--- config.mk ---
export PLATFORM = sky130hd
export DESIGN_NAME = leglite_fetch
export DESIGN_NICKNAME = d
export VERILOG_FILES = /design/src/rtl/leglite_fetch.sv
export SDC_FILE = /design/constraint.sdc
export NUM_CORES = 1
export LEC_CHECK = 0
export ABC_CLOCK_PERIOD_IN_PS = 3800
export CORE_ASPECT_RATIO = 1.4
export CORE_MARGIN = 1
export CORE_UTILIZATION = 48
export DETAILED_ROUTE_END_ITERATION = 8
export GPL_ROUTABILITY_DRIVEN = 1
export HOLD_SLACK_MARGIN = 0.12
export PLACE_DENSITY_LB_ADDON = 0.3
export SYNTH_ARGS = -nofsm -noshare
export SYNTH_HDL_FRONTEND = slang
export SYNTH_SLANG_ARGS = --single-unit
--- constraint.sdc ---
create_clock -name clock -period 3.8 [get_ports clock]
set_clock_uncertainty 0.05 [all_clocks]
set_input_delay 0.76 -clock clock [delete_from_list [all_inputs] [get_ports clock]]
set_output_delay 0.76 -clock clock [all_outputs]
set_load 0.02 [all_outputs]
--- src/rtl/leglite_fetch.sv ---
// LEGLite instruction fetch unit: fetches one 16-bit word at a time over a req/ack
// handshake, holds it for decode, then advances the PC sequentially or to a branch target.
module leglite_fetch #(
  parameter logic [15:0] RESET_PC = 16'h0000
) (
  input  logic        clock,
  input  logic        reset,
  output logic        imem_req,
  output logic [15:0] imem_addr,
  input  logic        imem_ack,
  input  logic [15:0] imem_rdata,
  output logic [15:0] instr,
  output logic [15:0] instr_pc,
  output logic        instr_valid,
  input  logic        instr_ready,
  input  logic        br_taken,
  input  logic [7:0]  br_offset,
  output logic [15:0] fetch_count
);

  typedef enum logic [1:0] {
    IDLE  = 2'd0,
    FETCH = 2'd1,
    ISSUE = 2'd2
  } state_t;

  localparam logic [15:0] RESET_PC_ALIGNED = RESET_PC & 16'hFFFE;

  state_t      state_q, state_d;
  logic [15:0] pc_q, pc_d;
  logic [15:0] instr_q, instr_d;
  logic [15:0] instr_pc_q, instr_pc_d;
  logic [15:0] fetch_count_q, fetch_count_d;
  logic [15:0] br_disp;

  always_ff @(posedge clock) begin
    if (reset) begin
      state_q       <= IDLE;
      pc_q          <= RESET_PC_ALIGNED;
      instr_q       <= 16'h0000;
      instr_pc_q    <= 16'h0000;
      fetch_count_q <= 16'h0000;
    end else begin
      state_q       <= state_d;
      pc_q          <= pc_d;
      instr_q       <= instr_d;
      instr_pc_q    <= instr_pc_d;
      fetch_count_q <= fetch_count_d;
    end
  end

  // Branch displacement is a signed word offset, so it is scaled to bytes here.
  always_comb begin
    br_disp       = 16'h0000;
    state_d       = state_q;
    pc_d          = pc_q;
    instr_d       = instr_q;
    instr_pc_d    = instr_pc_q;
    fetch_count_d = fetch_count_q;

    if (br_taken) begin
      br_disp = {{7{br_offset[7]}}, br_offset, 1'b0};
    end

    case (state_q)
      IDLE: begin
        state_d = FETCH;
      end
      FETCH: begin
        if (imem_ack) begin
          instr_d    = imem_rdata;
          instr_pc_d = pc_q;
          state_d    = ISSUE;
        end
      end
      ISSUE: begin
        if (instr_ready) begin
          pc_d          = instr_pc_q + 16'd2 + br_disp;
          fetch_count_d = fetch_count_q + 16'd1;
          state_d       = FETCH;
        end
      end
      default: begin
        state_d = IDLE;
      end
    endcase
  end

  assign imem_req    = (state_q == FETCH);
  assign imem_addr   = pc_q;
  assign instr_valid = (state_q == ISSUE);
  assign instr       = instr_q;
  assign instr_pc    = instr_pc_q;
  assign fetch_count = fetch_count_q;

endmodule

==> metrics.txt, run 1 <==
status=finished clean; Die Wd=71.86 microns; Initial Utilization=49.59%; HPWL after detailed placement=5.785 mm; Async SR Flop Fraction=0%; Cell Int Power=1.217 mW; max-cap viol count=0; Hold WC Path Type=reg -> reg; Clock Sinks=66; met1 usage=27.71%; crit start category=input port; P_sw=0.3819 mW; Peak VDD IR=0.2406 mV; pwr dens=352.7 nW/um^2; first-pass GRT wire length=13.32 mm; wire per inst=13.68 microns; synth warn=0; worst skew pair latency=0.34 ns; die area=7171 sq um; DR pass1 iterations=4; Critical Setup Path Class=in -> reg; Multi-input gate area=1849 sq um; largest area contributor in the netlist=dfxtp_1; syn nets=458; synthesized area per cell=8.097 sq um; Worst-Margin Slew=0.6687 ns; Inserted Diodes=0; combinational power share=10.2%; Final #Nets=549; Reg clk slew, reported paths=0.08 ns; die height=99.80 microns; M2 GR Usage=40.49%; Detail Route Antenna Nets=0; GPL Wtd Cong=0.8601; Vias/cell=5.197; Seq cells post-synth=66; via count=3082; post-layout min period=3.399 ns; CTS root buf=clkbuf_8; Tcrit/Tclk final=89.44%; WHS=0.4095 ns; critical path endpoint category=flop; Post CTS Setup Buffer Count=0; sequential cell area=1321 sq um; cts hold-fix bufs=0; drt drc=0; CTS tree=yes; Synth Cell Area=3279 sq um; Area contributors post-synth=dfxtp_1, nand2_1, ha_1, a21oi_1, xnor2_1; Pleak=1.712 nW; Core Area=6613 sq um; Fin. Hold Viols=0; H-tree depth=3; most numerous cell in the Yosys netlist=nand2_1; cts repair resizes=0; initial antenna violation count=0; grt total ovfl=0; post-synth top area share=40.29%; Top Ports=95; largest net degree at the start of global routing=40; Post-synth EDFFs=0; drt total wl=8.112 mm; Slew Viols, Final=0; Crit path required time=3.98 ns; cts bufs inserted=9; clock network power share=45.2%; CP Max Fanout=5; crit path DAT=3.58 ns; Unique masters post-synth=45; gr busiest metal=met2; predominant post-synthesis flop cell=dfxtp_1; Reg power frac=44.6%; GRT Util Overall=23.42%; vias in the first global route=2915; drt initial violations=104; RSZ-0062 raised after global routing=false; Global Route met3 Usage=4.819%; top cells by count, synth=nand2_1, dfxtp_1, a21oi_1; Setup Viol. Count Final=0; clk buf depth=2; Net Sw Frac=23.88%; share of cells above drive strength 1=6.587%; layout filler cell count=551; Max Freq=294.2 MHz; cell count after synthesis=405; Area Growth Syn to Fin=38.27%; port buffer count=94; Setup TNS=0 ns; FP Rows=35; Slew headroom=55.42%; Seq/Total Area, Yosys=40.29%
state kept, by name, summed over array words and instances (netlist names):
register / count
instr: 16
imem_addr: 16
instr_pc: 16
fetch_count: 16
state_q: 2
stage by stage:
| stage | util, % | area [sq um] | worst slack [ns] | std cells | power, mW |
|---|---|---|---|---|---|
| after detailed placement | 64.92 | 4293 | 0.04421 | 577 | 0.8926 |
| final | 68.57 | 4534 | 0.4013 | 593 | 1.599 |
| after global routing | 68.57 | 4534 | 0.2445 | 593 | 1.657 |
| after CTS | 68.57 | 4534 | 0.4011 | 593 | 1.613 |
| after global placement | 64.92 | 4293 | 0.1180 | 577 | 0.8889 |
| after floorplan | - | 3279 | 0.5907 | 405 | 0.8169 |
layout by cell type (no fill, tap or decap), types with 6 or more instances in the layout:
cell	Yosys	layout
ha_1	23	23
xor2_1	6	6
clkdlybuf4s50_1	0	93
xnor2_1	21	21
inv_1	11	11
clkbuf_8	0	9
dfxtp_1	66	66
o21ai_0	7	7
nor2_1	27	26
and2_1	8	8
nand3_1	10	10
nand2_1	94	94
a21oi_1	56	56
and3_1	7	7
logic make-up (layout without fill, tap and decap cells):
group,after synthesis,count (layout),share of synthesized area [%]
simple gates,173,173,24.19
compound gates,86,86,15.53
flops,66,66,40.29
buf+inv,29,125,3.396
xor+xnor,27,27,7.211
fa+ha+maj,24,24,9.386
layout make-up:
| class | instances | area share, % |
|---|---|---|
| Tap cell | 92 | 2.539 |
| Sequential cell | 66 | 29.14 |
| Inverter | 11 | 0.9106 |
| Timing Repair Buffer | 98 | 21.30 |
| Clock inverter | 6 | 2.511 |
| Multi-Input combinational cell | 310 | 40.78 |
| Clock buffer | 10 | 2.815 |
power groups by stage:
stage                     Clock, mW  Sequential, mW  Combinational [mW]
after global placement            0           0.728               0.161
after floorplan                   0           0.741              0.0756
after global routing          0.764           0.714               0.179
after CTS                     0.735           0.713               0.165
final                         0.723           0.713               0.164
after detailed placement          0           0.729               0.164
metal layers:
layer	vias to the layer above	routed length, microns
met2	77	4083
met3	14	379
li1	1562	-
met5	-	0
met4	0	150
met1	1429	3498
worst max-delay path, cell delays in order:
cell and delay, ns:
clkdlybuf4s50_1 0.51, and2_1 0.19, ha_1 0.27, ha_1 0.23, fa_1 0.40, a21o_2 0.24, a221oi_2 0.32, a22oi_2 0.18
nor3_1 0.19, a21oi_1 0.06, a32o_1 0.22
final timing paths:
kind	slack (ns)	to	cells after the start	start
max	0.40	imem_addr[14]	11	br_taken
min	0.41	instr[15]	2	instr[15]
max reg2reg	1.17	imem_addr[14]	9	instr_pc[2]
min reg2reg	0.41	instr[15]	2	instr[15]
Power figures use the tool's default switching activity.
==> run 2: changes to the inputs <==
Settings changed: ABC_AREA from default to 1, CELL_PAD_IN_SITES_DETAIL_PLACEMENT from default to 0, CELL_PAD_IN_SITES_GLOBAL_PLACEMENT from default to 1, CORE_UTILIZATION 48 to 34.
==> run 2 against run 1 <==
  * Sequential power grew 2%
  * Routed wire length grew 31%
  * Critical path depth grew 2
  * Largest power group unchanged
==> metrics.txt, run 2 <==
status=finished clean; cts bufs inserted=9 (unchanged); Max Freq=328.3 MHz (+12%); worst reg2reg startpoint=instr_pc[2]; Synth Cell Area=3686 sq um (+12%); R2R Setup Slk=1.57 ns (+0.40 ns); H-tree depth=3 (unchanged); post-layout min period=3.046 ns (-0.3531 ns); share of cells above drive strength 1=5.024% (-1.6 points); Final Power=1.874 mW (+17%); worst skew pair latency=0.33 ns (about the same); Hold WC Path Type=reg -> reg; max-cap viol count=0 (unchanged); grt total ovfl=0 (unchanged); critical path endpoint category=flop; Slew headroom=36.98% (-18 points); wire per inst=13.66 microns (-0.16%); Post CTS Setup Buffer Count=0 (unchanged); Worst Hold Path Cells=2 (unchanged); Post-synth EDFFs=0 (unchanged); Setup Viol. Count Final=0 (unchanged); Clock Sinks=66 (unchanged); most common cell after layout, fill and taps aside=nand2_1; Area contributors post-synth=dfxtp_1, nand2_1, a21oi_1, inv_1, ha_1; combinational power share=12.6% (+2.4 points); Die Wd=90 microns (+25%); GRT Util Overall=19.31% (-4.1 points); cts hold-fix bufs=0 (unchanged); Net Sw Frac=25.07% (+1.2 points); Setup TNS=0 ns (unchanged); Worst Hold Launch=instr[0]; Pleak=2.226 nW (+30%); cts repair resizes=0 (unchanged); first-pass GRT wire length=17.17 mm (+29%); initial antenna violation count=0 (unchanged); commonest non-fill, non-tap cells in the layout=nand2_1, clkdlybuf4s50_1, inv_1, dfxtp_1, a21oi_1; Cell Int Power=1.404 mW (+15%); Top Ports=95 (unchanged); Worst R2R End=imem_addr[8]; drt initial violations=174 (+67%); Vias/cell=4.820 (-7.3%); largest net degree at the start of global routing=37 (-7.5%); Crit path required time=3.99 ns (about the same); CTS root buf=clkbuf_16; Detail Route Antenna Nets=0 (unchanged); most numerous cell in the Yosys netlist=nand2_1; syn nets=597 (+30%); Core Area=10460 sq um (+58%); HPWL after detailed placement=7.651 mm (+32%); synth warn=0 (unchanged); top cells by count, synth=nand2_1, inv_1, dfxtp_1; Reg power frac=38.7% (-5.9 points); predominant post-synthesis flop cell=dfxtp_1; Final #Nets=685 (+25%); Async SR Flop Fraction=0% (unchanged); r2r worst-path depth=10 (+1); drt total wl=10.60 mm (+31%); drt drc=0 (unchanged); Peak VDD IR=0.2092 mV (-13%); Worst-Margin Slew=0.9442 ns (+0.2755 ns); Tcrit/Tclk final=80.15% (-9.3 points); hold endpoint=instr[0]; GPL Wtd Cong=0.8380 (-2.6%); clock network power share=48.8% (+3.6 points); Initial Utilization=35.24% (-14 points); vias in the first global route=3553 (+22%); pwr dens=370.7 nW/um^2 (+5.1%); post-synth top area share=35.85% (-4.4 points); largest area contributor in the netlist=dfxtp_1; Unique masters post-synth=26 (-42%); cell count after synthesis=544 (+34%); crit path DAT=3.23 ns (-0.35 ns); Slew Viols, Final=0 (unchanged); port buffer count=94 (unchanged); Area Growth Syn to Fin=37.14%; clk buf depth=2 (unchanged); crit start category=input port; Seq/Total Area, Yosys=35.85% (-4.4 points); CTS tree=yes; CP Max Fanout=8 (+3); via count=3740 (+21%); Critical Setup Path Class=in -> reg; die area=11270 sq um (+57%); synthesized area per cell=6.776 sq um (-16%); DR pass1 iterations=5 (+1); Reg clk slew, reported paths=0.06 ns (-0.02 ns); Seq cells post-synth=66 (unchanged); RSZ-0062 raised after global routing=false; P_sw=0.4698 mW (+23%); die height=125.2 microns (+25%); Fin. Hold Viols=0 (unchanged); FP Rows=44 (+26%)
## run 2: worst max path at each step
stage / to / startpoint
floorplan: imem_addr[10] / br_taken
global placement: imem_addr[8] / br_taken
detailed placement: imem_addr[8] / br_taken
CTS: imem_addr[8] / br_taken
global route: imem_addr[8] / br_taken
finish: imem_addr[8] / br_taken
## run 2: kinds of logic after synthesis
| logic type | after synthesis | share of synthesized area (%) |
|---|---|---|
| simple gates | 251 | 29.33 |
| buf+inv | 103 | 11.30 |
| compound gates | 93 | 13.51 |
| flops | 66 | 35.85 |
| fa+ha+maj | 24 | 8.350 |
| xor+xnor | 7 | 1.663 |
## run 2: worst max-delay path: stages
cell	delay, ns
clkdlybuf4s50_1	0.67
nand2_1	0.08
inv_1	0.07
ha_1	0.22
ha_1	0.23
fa_1	0.45
nand3_1	0.11
nand3_1	0.15
a21oi_1	0.20
or2_0	0.12
nand3_1	0.06
nand2_1	0.07
inv_1	0.03
## run 2: layer usage
| metal | global-route usage (%) | share of wire (%) | wire length, microns | vias to the layer above |
|---|---|---|---|---|
| li1 | - | - | - | 1919 |
| met3 | 3.650 | 3.4 | 364 | 20 |
| met5 | 0 | 0 | 0 | - |
| met2 | 34.49 | 51 | 5376 | 83 |
| met4 | 8.159 | 2.3 | 249 | 0 |
| met1 | 22.34 | 43 | 4607 | 1718 |
## run 2: power groups by stage
| stage | clock [mW] | combinational (mW) | sequential, mW |
|---|---|---|---|
| 2_1_floorplan | 0 | 0.116 | 0.758 |
| 3_3_place_gp | 0 | 0.234 | 0.739 |
| 3_5_place_dp | 0 | 0.235 | 0.739 |
| 4_1_cts | 0.936 | 0.237 | 0.724 |
| 5_1_grt | 0.971 | 0.259 | 0.726 |
| 6_report | 0.914 | 0.235 | 0.724 |
## run 2: stage by stage
| step | instances | cell area [sq um] | worst slack (ns) | util (%) | hold slack (ns) |
|---|---|---|---|---|---|
| floorplan | 544 | 3686 | 1.114 | - | 0.4779 |
| global placement | 759 | 4725 | 0.4621 | 45.17 | 0.3988 |
| detailed placement | 759 | 4725 | 0.3971 | 45.17 | 0.4031 |
| CTS | 775 | 5052 | 0.7561 | 48.30 | 0.4122 |
| global route | 775 | 5052 | 0.5410 | 48.30 | 0.4346 |
| finish | 776 | 5055 | 0.7544 | 48.33 | 0.4101 |
## run 2: final cells by class
cell class / instances / area, sq um
Sequential cell: 66 / 1321
Inverter: 81 / 304.0
Timing Repair Buffer: 99 / 978.4
Clock inverter: 6 / 88.84
Tap cell: 138 / 172.7
Antenna cell: 1 / 2.502
Multi-Input combinational cell: 375 / 1948
Fill cell: 1058 / 5405
Clock buffer: 10 / 239.0
